File: src/rtl/alu_md_if.sv
// Handshake and data bundle between the execute-stage issue logic and alu_md.
interface alu_md_if #(
  parameter int WIDTH = 32
);
  logic             in_valid;
  logic             in_ready;
  logic [4:0]       op;
  logic [WIDTH-1:0] a;
  logic [WIDTH-1:0] b;
  logic             out_valid;
  logic [WIDTH-1:0] result;
  logic             zero;
  logic             busy;

  modport master (
    output in_valid, op, a, b,
    input  in_ready, out_valid, result, zero, busy
  );

  modport slave (
    input  in_valid, op, a, b,
    output in_ready, out_valid, result, zero, busy
  );
endinterface

File: src/rtl/alu_md.sv
// MIPS-style ALU with iterative multiply/divide and HI/LO registers.
//
// state | meaning
// IDLE  | ready; simple ops complete in one cycle, mul/div ops are latched
// MUL   | radix-2 shift-add, one multiplier bit per cycle
// DIV   | restoring division, one quotient bit per cycle
// FIX   | sign correction, HI/LO/result write, out_valid pulse
module alu_md #(
  parameter int WIDTH = 32
) (
  input  logic    clk,
  input  logic    reset_n,
  alu_md_if.slave bus
);
  localparam int SH = $clog2(WIDTH);
  localparam logic [SH-1:0] CNT_LAST = SH'(WIDTH - 1);

  localparam logic [4:0] OP_SLL   = 5'd0;
  localparam logic [4:0] OP_SRL   = 5'd1;
  localparam logic [4:0] OP_SRA   = 5'd2;
  localparam logic [4:0] OP_ADDU  = 5'd3;
  localparam logic [4:0] OP_SUBU  = 5'd4;
  localparam logic [4:0] OP_AND   = 5'd5;
  localparam logic [4:0] OP_OR    = 5'd6;
  localparam logic [4:0] OP_XOR   = 5'd7;
  localparam logic [4:0] OP_NOR   = 5'd8;
  localparam logic [4:0] OP_SLT   = 5'd9;
  localparam logic [4:0] OP_SLTU  = 5'd10;
  localparam logic [4:0] OP_LUI   = 5'd11;
  localparam logic [4:0] OP_MULT  = 5'd16;
  localparam logic [4:0] OP_MULTU = 5'd17;
  localparam logic [4:0] OP_DIV   = 5'd18;
  localparam logic [4:0] OP_DIVU  = 5'd19;
  localparam logic [4:0] OP_MFHI  = 5'd20;
  localparam logic [4:0] OP_MFLO  = 5'd21;
  localparam logic [4:0] OP_MTHI  = 5'd22;
  localparam logic [4:0] OP_MTLO  = 5'd23;

  typedef enum logic [1:0] {
    S_IDLE = 2'd0,
    S_MUL  = 2'd1,
    S_DIV  = 2'd2,
    S_FIX  = 2'd3
  } state_t;

  state_t state, state_nx;

  logic [SH-1:0]    count;
  logic [WIDTH-1:0] acc_hi;
  logic [WIDTH-1:0] acc_lo;
  logic [WIDTH-1:0] opnd;
  logic [WIDTH-1:0] a_lat;
  logic             is_div;
  logic             neg_q;
  logic             neg_r;
  logic             b_zero;
  logic [WIDTH-1:0] hi;
  logic [WIDTH-1:0] lo;
  logic [WIDTH-1:0] result_r;
  logic             zero_r;
  logic             out_valid_r;

  logic             accept;
  logic             op_mul;
  logic             op_div;
  logic             op_signed;
  logic [WIDTH-1:0] mag_a;
  logic [WIDTH-1:0] mag_b;
  logic [SH-1:0]    shamt;
  logic [WIDTH-1:0] simple_res;
  logic [WIDTH:0]   mul_sum;
  logic [WIDTH:0]   div_trial;
  logic [2*WIDTH-1:0] prod_mag;
  logic [2*WIDTH-1:0] prod_fix;
  logic [WIDTH-1:0] fix_hi;
  logic [WIDTH-1:0] fix_lo;

  assign accept    = bus.in_valid && (state == S_IDLE);
  assign op_mul    = (bus.op == OP_MULT) || (bus.op == OP_MULTU);
  assign op_div    = (bus.op == OP_DIV)  || (bus.op == OP_DIVU);
  assign op_signed = (bus.op == OP_MULT) || (bus.op == OP_DIV);
  assign mag_a     = (op_signed && bus.a[WIDTH-1]) ? -bus.a : bus.a;
  assign mag_b     = (op_signed && bus.b[WIDTH-1]) ? -bus.b : bus.b;
  assign shamt     = bus.b[SH-1:0];

  // Adder for one shift-add step: add the multiplicand when the low multiplier bit is set.
  assign mul_sum   = {1'b0, acc_hi} + (acc_lo[0] ? {1'b0, opnd} : {(WIDTH+1){1'b0}});
  // Trial subtraction of the divisor from the partial remainder with the next dividend bit.
  assign div_trial = {acc_hi, acc_lo[WIDTH-1]} - {1'b0, opnd};

  assign prod_mag  = {acc_hi, acc_lo};
  assign prod_fix  = neg_q ? -prod_mag : prod_mag;

  assign bus.in_ready  = (state == S_IDLE);
  assign bus.busy      = (state != S_IDLE);
  assign bus.out_valid = out_valid_r;
  assign bus.result    = result_r;
  assign bus.zero      = zero_r;

  // Single-cycle ALU and HI/LO move results.
  always_comb begin
    simple_res = '0;
    case (bus.op)
      OP_SLL:  simple_res = bus.a << shamt;
      OP_SRL:  simple_res = bus.a >> shamt;
      OP_SRA:  simple_res = $signed(bus.a) >>> shamt;
      OP_ADDU: simple_res = bus.a + bus.b;
      OP_SUBU: simple_res = bus.a - bus.b;
      OP_AND:  simple_res = bus.a & bus.b;
      OP_OR:   simple_res = bus.a | bus.b;
      OP_XOR:  simple_res = bus.a ^ bus.b;
      OP_NOR:  simple_res = ~(bus.a | bus.b);
      OP_SLT:  simple_res = {{(WIDTH-1){1'b0}}, ($signed(bus.a) < $signed(bus.b))};
      OP_SLTU: simple_res = {{(WIDTH-1){1'b0}}, (bus.a < bus.b)};
      OP_LUI:  simple_res = bus.b << (WIDTH / 2);
      OP_MFHI: simple_res = hi;
      OP_MFLO: simple_res = lo;
      OP_MTHI: simple_res = bus.a;
      OP_MTLO: simple_res = bus.a;
      default: simple_res = '0;
    endcase
  end

  // Final HI/LO after sign correction; divide-by-zero bypasses the iteration result.
  always_comb begin
    fix_hi = prod_fix[2*WIDTH-1:WIDTH];
    fix_lo = prod_fix[WIDTH-1:0];
    if (is_div) begin
      if (b_zero) begin
        fix_lo = '1;
        fix_hi = a_lat;
      end else begin
        fix_lo = neg_q ? -acc_lo : acc_lo;
        fix_hi = neg_r ? -acc_hi : acc_hi;
      end
    end
  end

  // Next-state logic.
  always_comb begin
    state_nx = state;
    unique case (state)
      S_IDLE: begin
        if (accept && op_mul) begin
          state_nx = S_MUL;
        end else if (accept && op_div) begin
          state_nx = S_DIV;
        end
      end
      S_MUL, S_DIV: begin
        if (count == CNT_LAST) begin
          state_nx = S_FIX;
        end
      end
      S_FIX:   state_nx = S_IDLE;
      default: state_nx = S_IDLE;
    endcase
  end

  // State register.
  always_ff @(posedge clk) begin
    if (!reset_n) begin
      state <= S_IDLE;
    end else begin
      state <= state_nx;
    end
  end

  // Datapath: operand latch, iteration registers, HI/LO and registered result.
  always_ff @(posedge clk) begin
    if (!reset_n) begin
      count       <= '0;
      acc_hi      <= '0;
      acc_lo      <= '0;
      opnd        <= '0;
      a_lat       <= '0;
      is_div      <= 1'b0;
      neg_q       <= 1'b0;
      neg_r       <= 1'b0;
      b_zero      <= 1'b0;
      hi          <= '0;
      lo          <= '0;
      result_r    <= '0;
      zero_r      <= 1'b1;
      out_valid_r <= 1'b0;
    end else begin
      out_valid_r <= 1'b0;
      case (state)
        S_IDLE: begin
          if (accept) begin
            if (op_mul || op_div) begin
              count  <= '0;
              acc_hi <= '0;
              acc_lo <= op_mul ? mag_b : mag_a;
              opnd   <= op_mul ? mag_a : mag_b;
              a_lat  <= bus.a;
              is_div <= op_div;
              neg_q  <= op_signed && (bus.a[WIDTH-1] ^ bus.b[WIDTH-1]);
              neg_r  <= op_signed && bus.a[WIDTH-1];
              b_zero <= (bus.b == '0);
            end else begin
              result_r    <= simple_res;
              zero_r      <= (simple_res == '0);
              out_valid_r <= 1'b1;
              if (bus.op == OP_MTHI) begin
                hi <= bus.a;
              end
              if (bus.op == OP_MTLO) begin
                lo <= bus.a;
              end
            end
          end
        end
        S_MUL: begin
          count  <= count + 1'b1;
          acc_hi <= mul_sum[WIDTH:1];
          acc_lo <= {mul_sum[0], acc_lo[WIDTH-1:1]};
        end
        S_DIV: begin
          count <= count + 1'b1;
          if (!div_trial[WIDTH]) begin
            acc_hi <= div_trial[WIDTH-1:0];
            acc_lo <= {acc_lo[WIDTH-2:0], 1'b1};
          end else begin
            acc_hi <= {acc_hi[WIDTH-2:0], acc_lo[WIDTH-1]};
            acc_lo <= {acc_lo[WIDTH-2:0], 1'b0};
          end
        end
        S_FIX: begin
          hi          <= fix_hi;
          lo          <= fix_lo;
          result_r    <= fix_lo;
          zero_r      <= (fix_lo == '0);
          out_valid_r <= 1'b1;
        end
        default: ;
      endcase
    end
  end
endmodule

File: src/flat_wrapper.sv
// flat-port wrapper written by rule: the top's interface ports become plain ports
module alu_md_flat 
#(
  parameter int WIDTH = 32
)
  (clk, reset_n, bus_in_valid, bus_op, bus_a, bus_b, bus_in_ready, bus_out_valid, bus_result, bus_zero, bus_busy);
  alu_md_if #(.WIDTH(WIDTH)) bus_i ();
  input  logic clk;
  input  logic reset_n;
  input wire logic [$bits(bus_i.in_valid)-1:0] bus_in_valid;
  input wire logic [$bits(bus_i.op)-1:0] bus_op;
  input wire logic [$bits(bus_i.a)-1:0] bus_a;
  input wire logic [$bits(bus_i.b)-1:0] bus_b;
  output wire logic [$bits(bus_i.in_ready)-1:0] bus_in_ready;
  output wire logic [$bits(bus_i.out_valid)-1:0] bus_out_valid;
  output wire logic [$bits(bus_i.result)-1:0] bus_result;
  output wire logic [$bits(bus_i.zero)-1:0] bus_zero;
  output wire logic [$bits(bus_i.busy)-1:0] bus_busy;
  assign bus_i.in_valid = bus_in_valid;
  assign bus_i.op = bus_op;
  assign bus_i.a = bus_a;
  assign bus_i.b = bus_b;
  assign bus_in_ready = bus_i.in_ready;
  assign bus_out_valid = bus_i.out_valid;
  assign bus_result = bus_i.result;
  assign bus_zero = bus_i.zero;
  assign bus_busy = bus_i.busy;
  alu_md #(.WIDTH(WIDTH)) u_core (.clk(clk), .reset_n(reset_n), .bus(bus_i));
endmodule
File: config.mk
export PLATFORM = sky130hd
export DESIGN_NAME = alu_md_flat
export DESIGN_NICKNAME = d
export VERILOG_FILES = /design/src/rtl/alu_md_if.sv /design/src/rtl/alu_md.sv /design/src/flat_wrapper.sv
export SDC_FILE = /design/constraint.sdc
export NUM_CORES = 2
export LEC_CHECK = 0
export ABC_AREA = 1
export BUFFER_PORTS_ARGS = -buffer_cell sky130_fd_sc_hd__buf_2
export CAP_MARGIN = 20
export CORE_ASPECT_RATIO = 1.75
export CORE_MARGIN = 10
export CORE_UTILIZATION = 36
export CTS_CLUSTER_SIZE = 20
export DETAILED_ROUTE_END_ITERATION = 6
export PLACE_DENSITY = 0.55
export SYNTH_ARGS = -nofsm -noshare
export SYNTH_HDL_FRONTEND = slang
export SYNTH_SLANG_ARGS = --single-unit
File: constraint.sdc
create_clock -name clk -period 3.6 [get_ports clk]
set_input_delay 0.18 -clock clk [delete_from_list [all_inputs] [get_ports clk]]
set_output_delay 0.18 -clock clk [all_outputs]
set_load 0.02 [all_outputs]
==> results.cfg <==
[synthesis]
synthTopCellsByArea = nand2_1 19%, dfxtp_1 16%, nand3_1 10%
synth-seq-cells = 237
synth_compound_area_share_pct = 21.6
ys_seq_area_share_pct = 15.6
synth_fa_ha_area_share_pct = 8.02
ys.flop_type = dfxtp_1
synth_cell_type_count = 50
avgSynthCellArea_um2 = 5.48
syn_inst = 5567
synth-edff-count = 0
synth_xor_area_share_pct = 2.50
synth.cell_area_um2 = 30500
synth_top_cell_area_share_pct = 19.2
yosysTopAreaCell = nand2_1
synth_top_family_by_area = simple AND/OR/NAND/NOR gates
async_reset_ff_share_pct = 0
synth.area.mux_share_pct = 0
synth_nets = 5832
synthSimpleGateAreaFrac_pct = 40.9
yosysWarnings = 0

[power]
power_mw = 18.6
pwr-share-seq_pct = 19.6
vdd_drop_max_mv = 0.431
comb_power_share_pct = 61.9
pwr-share-clk_pct = 18.5
static-leakage-power_nw = 18.5
p_int_mw = 8.39
power_density_nw_per_um2 = 509
switching_power_mw = 10.2
p_sw_share_pct = 54.9

[detailed_routing]
vias_per_cell = 6.04
drc = 11
drtIter0Drc = 4293
final_antenna_net_count = 0
wl_per_cell_um = 31.8
dr.pass1.iters = 7
finalWirelength_um = 224000
vias = 42600

[layout]
drive_gt1_share_pct = 12.4
area_delta_synth_final_pct = 19.9
post-route-util_pct = 43.4
nNetsFinal = 6211
fillers = 9763

[critical_path]
slowest_delay_ns = 0.55
crit_top_cell = buf_4
end_kind = flop
critPathRequiredTime_ns = 4.12
cp_max_fo = 5
cp_cell_sequence = dlygate4sd3_1 -> buf_2 -> inv_1 -> buf_4 -> ha_1 -> nand2_1 -> nor2_1 -> and3_1 -> nand2_1 -> buf_4 -> nor2_1 -> buf_4 -> inv_1 -> nor3_1 -> buf_4 -> xor2_1 -> nand2_1 -> o211ai_1 -> o211ai_1 -> a21oi_1
critPathLaunchType = input pin
cp_slowest_cell = dlygate4sd3_1
cp.arrival_ns = 4.04
worstSetupPathType = input pin to flop

[clock_tree]
root_buffer = clkbuf_16
cts.sinks = 237
htree_levels = 1
cts_made_buffers = 29
insertion_delay_ns = 0.66
cts.path.max_buffers = 3
cts.clk_slew.worst_paths_ns = 0.07
tritoncts = built

[die]
dieWidth_um = 240
core_area_um2 = 84300
initial_core_util_pct = 36.2
die_h_um = 405
ios = 108
die-area_um2 = 97200
num_rows = 141

[sta]
period_needed_ns = 3.51
setup_tns_ns = 0
setup_viol = 0
final.setup_skew_ns = 0.0804
max_slew_margin_pct = 30.0
clock.fmax_ghz = 0.285
slew_viol_final = 0
tightest_slew_ns = 1.04
fin_ws_ns = 0.0857
hold_viol_final = 0
finalCritPeriodShare_pct = 97.6
rsz0062_at_grt = false

[grt]
grt_max_degree = 103
grt_remaining_overflow = 0
first_global_vias = 42100
antenna_found_initial = 18
grt_pass1_wl_um = 313000
track_usage_pct = 45.1

[run_status]
failed_checks = design-rule violations
status = finished, violations left

[placement]
routabilityCongestion = 1.11
io_buffers = 107
place_ws_ns = 0.145
hpwl_um = 182000

[job]
max_cap_viol_count = 0

[hold_path]
hp-class = input pin to flop
## state kept, by name, indices dropped and copies added, names as in the netlist, 2 cells and up
signal             flops
u_core.acc_lo         32
u_core.lo             32
u_core.bus.result     32
u_core.acc_hi         32
u_core.state           2
u_core.hi             32
u_core.a_lat          32
u_core.count           5
u_core.opnd           32
## through the flow
step | cells | hold slack [ns] | instance area, um^2
after global placement | 6979 | 0.454 | 35400
after global routing | 7042 | 0.0610 | 36600
after detailed placement | 6979 | 0.461 | 35400
final | 7048 | 0.0586 | 36600
after CTS | 7039 | 0.0246 | 36500
after floorplan | 5567 | 0.327 | 30500
## cell type report
cell class                      instances  area, um^2  area share (%)
Multi-Input combinational cell       4439       22300            61.0
Antenna cell                            9        22.5          0.0616
Sequential cell                       237        4750            13.0
Tap cell                             1072        1340            3.67
Clock inverter                         15         238           0.650
Clock buffer                           37         796            2.18
Timing Repair Buffer                  618        4770            13.0
Inverter                              621        2330            6.38
## per-layer routing
metal | up-vias | GRT usage [%] | share of wire [%] | wire length (um)
met3 | 1076 | 9.51 | 7.2 | 16100
met2 | 2490 | 77.5 | 48 | 108000
met5 | - | 0 | 0.035 | 79
met1 | 19800 | 41.5 | 31 | 68900
met4 | 12 | 51.3 | 14 | 31100
li1 | 19200 | - | - | -
## worst paths after layout
path | startpoint | to | slack, ns | cells after the start
setup reg to reg | u_core.acc_lo[1]$_SDFFE_PN0P_ | u_core.bus.zero$_SDFFE_PN1P_ | 0.24 | 18
hold reg to reg | u_core.hi[16]$_SDFFE_PN0P_ | u_core.hi[16]$_SDFFE_PN0P_ | 0.48 | 2
hold / removal | bus_b[29] | u_core.b_zero$_SDFFE_PN0P_ | 0.06 | 4
setup / recovery | bus_a[0] | u_core.acc_lo[28]$_SDFFE_PN0P_ | 0.09 | 20
## synth_stat cells (11+ instances only)
library cell  instances
a21oi_1             440
a221oi_1             18
o21bai_1             16
or2_2                14
o22ai_1              43
nor2_2               12
dfxtp_1             237
inv_1               595
o211ai_1             79
buf_2                80
nor2_1              552
a21o_1               11
ha_1                189
nand2_1            1562
nand4_1              73
inv_2                16
xnor2_1              11
nand3_1             638
buf_1                30
o221ai_1             18
xor2_1               76
o21ai_1              11
o21ai_0             439
a31oi_1              77
clkbuf_1            154
nor3_1               74
## worst max-delay path, delay by kind of cell
kind / cells / cell delay (ns)
buf+inv: 8 / 1.65
fa+ha+maj: 1 / 0.18
xor+xnor: 1 / 0.14
simple gates: 7 / 1.30
compound gates: 3 / 0.55
## cell usage in the layout, fill, tap and decap left out, types with 10 or more instances in the layout
master / synthesis / layout
o21bai_1: 16 / 16
buf_2: 80 / 106
nand2_2: 8 / 10
inv_1: 595 / 593
nor4_1: 10 / 10
buf_4: 5 / 474
xnor2_1: 11 / 11
nand3_1: 638 / 637
nor2_2: 12 / 13
a221oi_1: 18 / 18
o221ai_1: 18 / 18
clkbuf_16: 0 / 29
a31oi_1: 77 / 77
nand4_1: 73 / 73
xor2_1: 76 / 76
a21o_1: 11 / 11
o211ai_1: 79 / 79
a21oi_1: 440 / 440
nor2_1: 552 / 549
o21ai_1: 11 / 11
nand2_1: 1562 / 1560
o22ai_1: 43 / 43
buf_12: 0 / 30
inv_2: 16 / 18
dfxtp_1: 237 / 236
ha_1: 189 / 188
o21ai_0: 439 / 438
nor3_1: 74 / 74
or2_2: 14 / 14
## power by group through the flow
stage	registers (mW)	clock network [mW]	logic, mW
finish	3.64	3.44	11.5
CTS	3.60	3.44	11.1
floorplan	3.61	0	6.05
detailed placement	3.65	0	11.0
global route	3.68	3.51	12.2
global placement	3.65	0	11.0
## cell families after synthesis
kind of cell             Yosys count
AND/OR/NAND/NOR                 2972
AO/OA/AOI/OAI                   1187
buffers and inverters            891
flip-flops                       237
adder cells (fa/ha/maj)          193
XOR/XNOR                          87
## what timing repair did
action                                  4_1_cts  5_1_grt
endpoints found under the hold margin         9        0
gates resized for setup                       0        3
setup buffers                                 0        0
hold buffers                                  8        0
endpoints found under the setup margin        0        2
(Power assumes the default switching activity.)
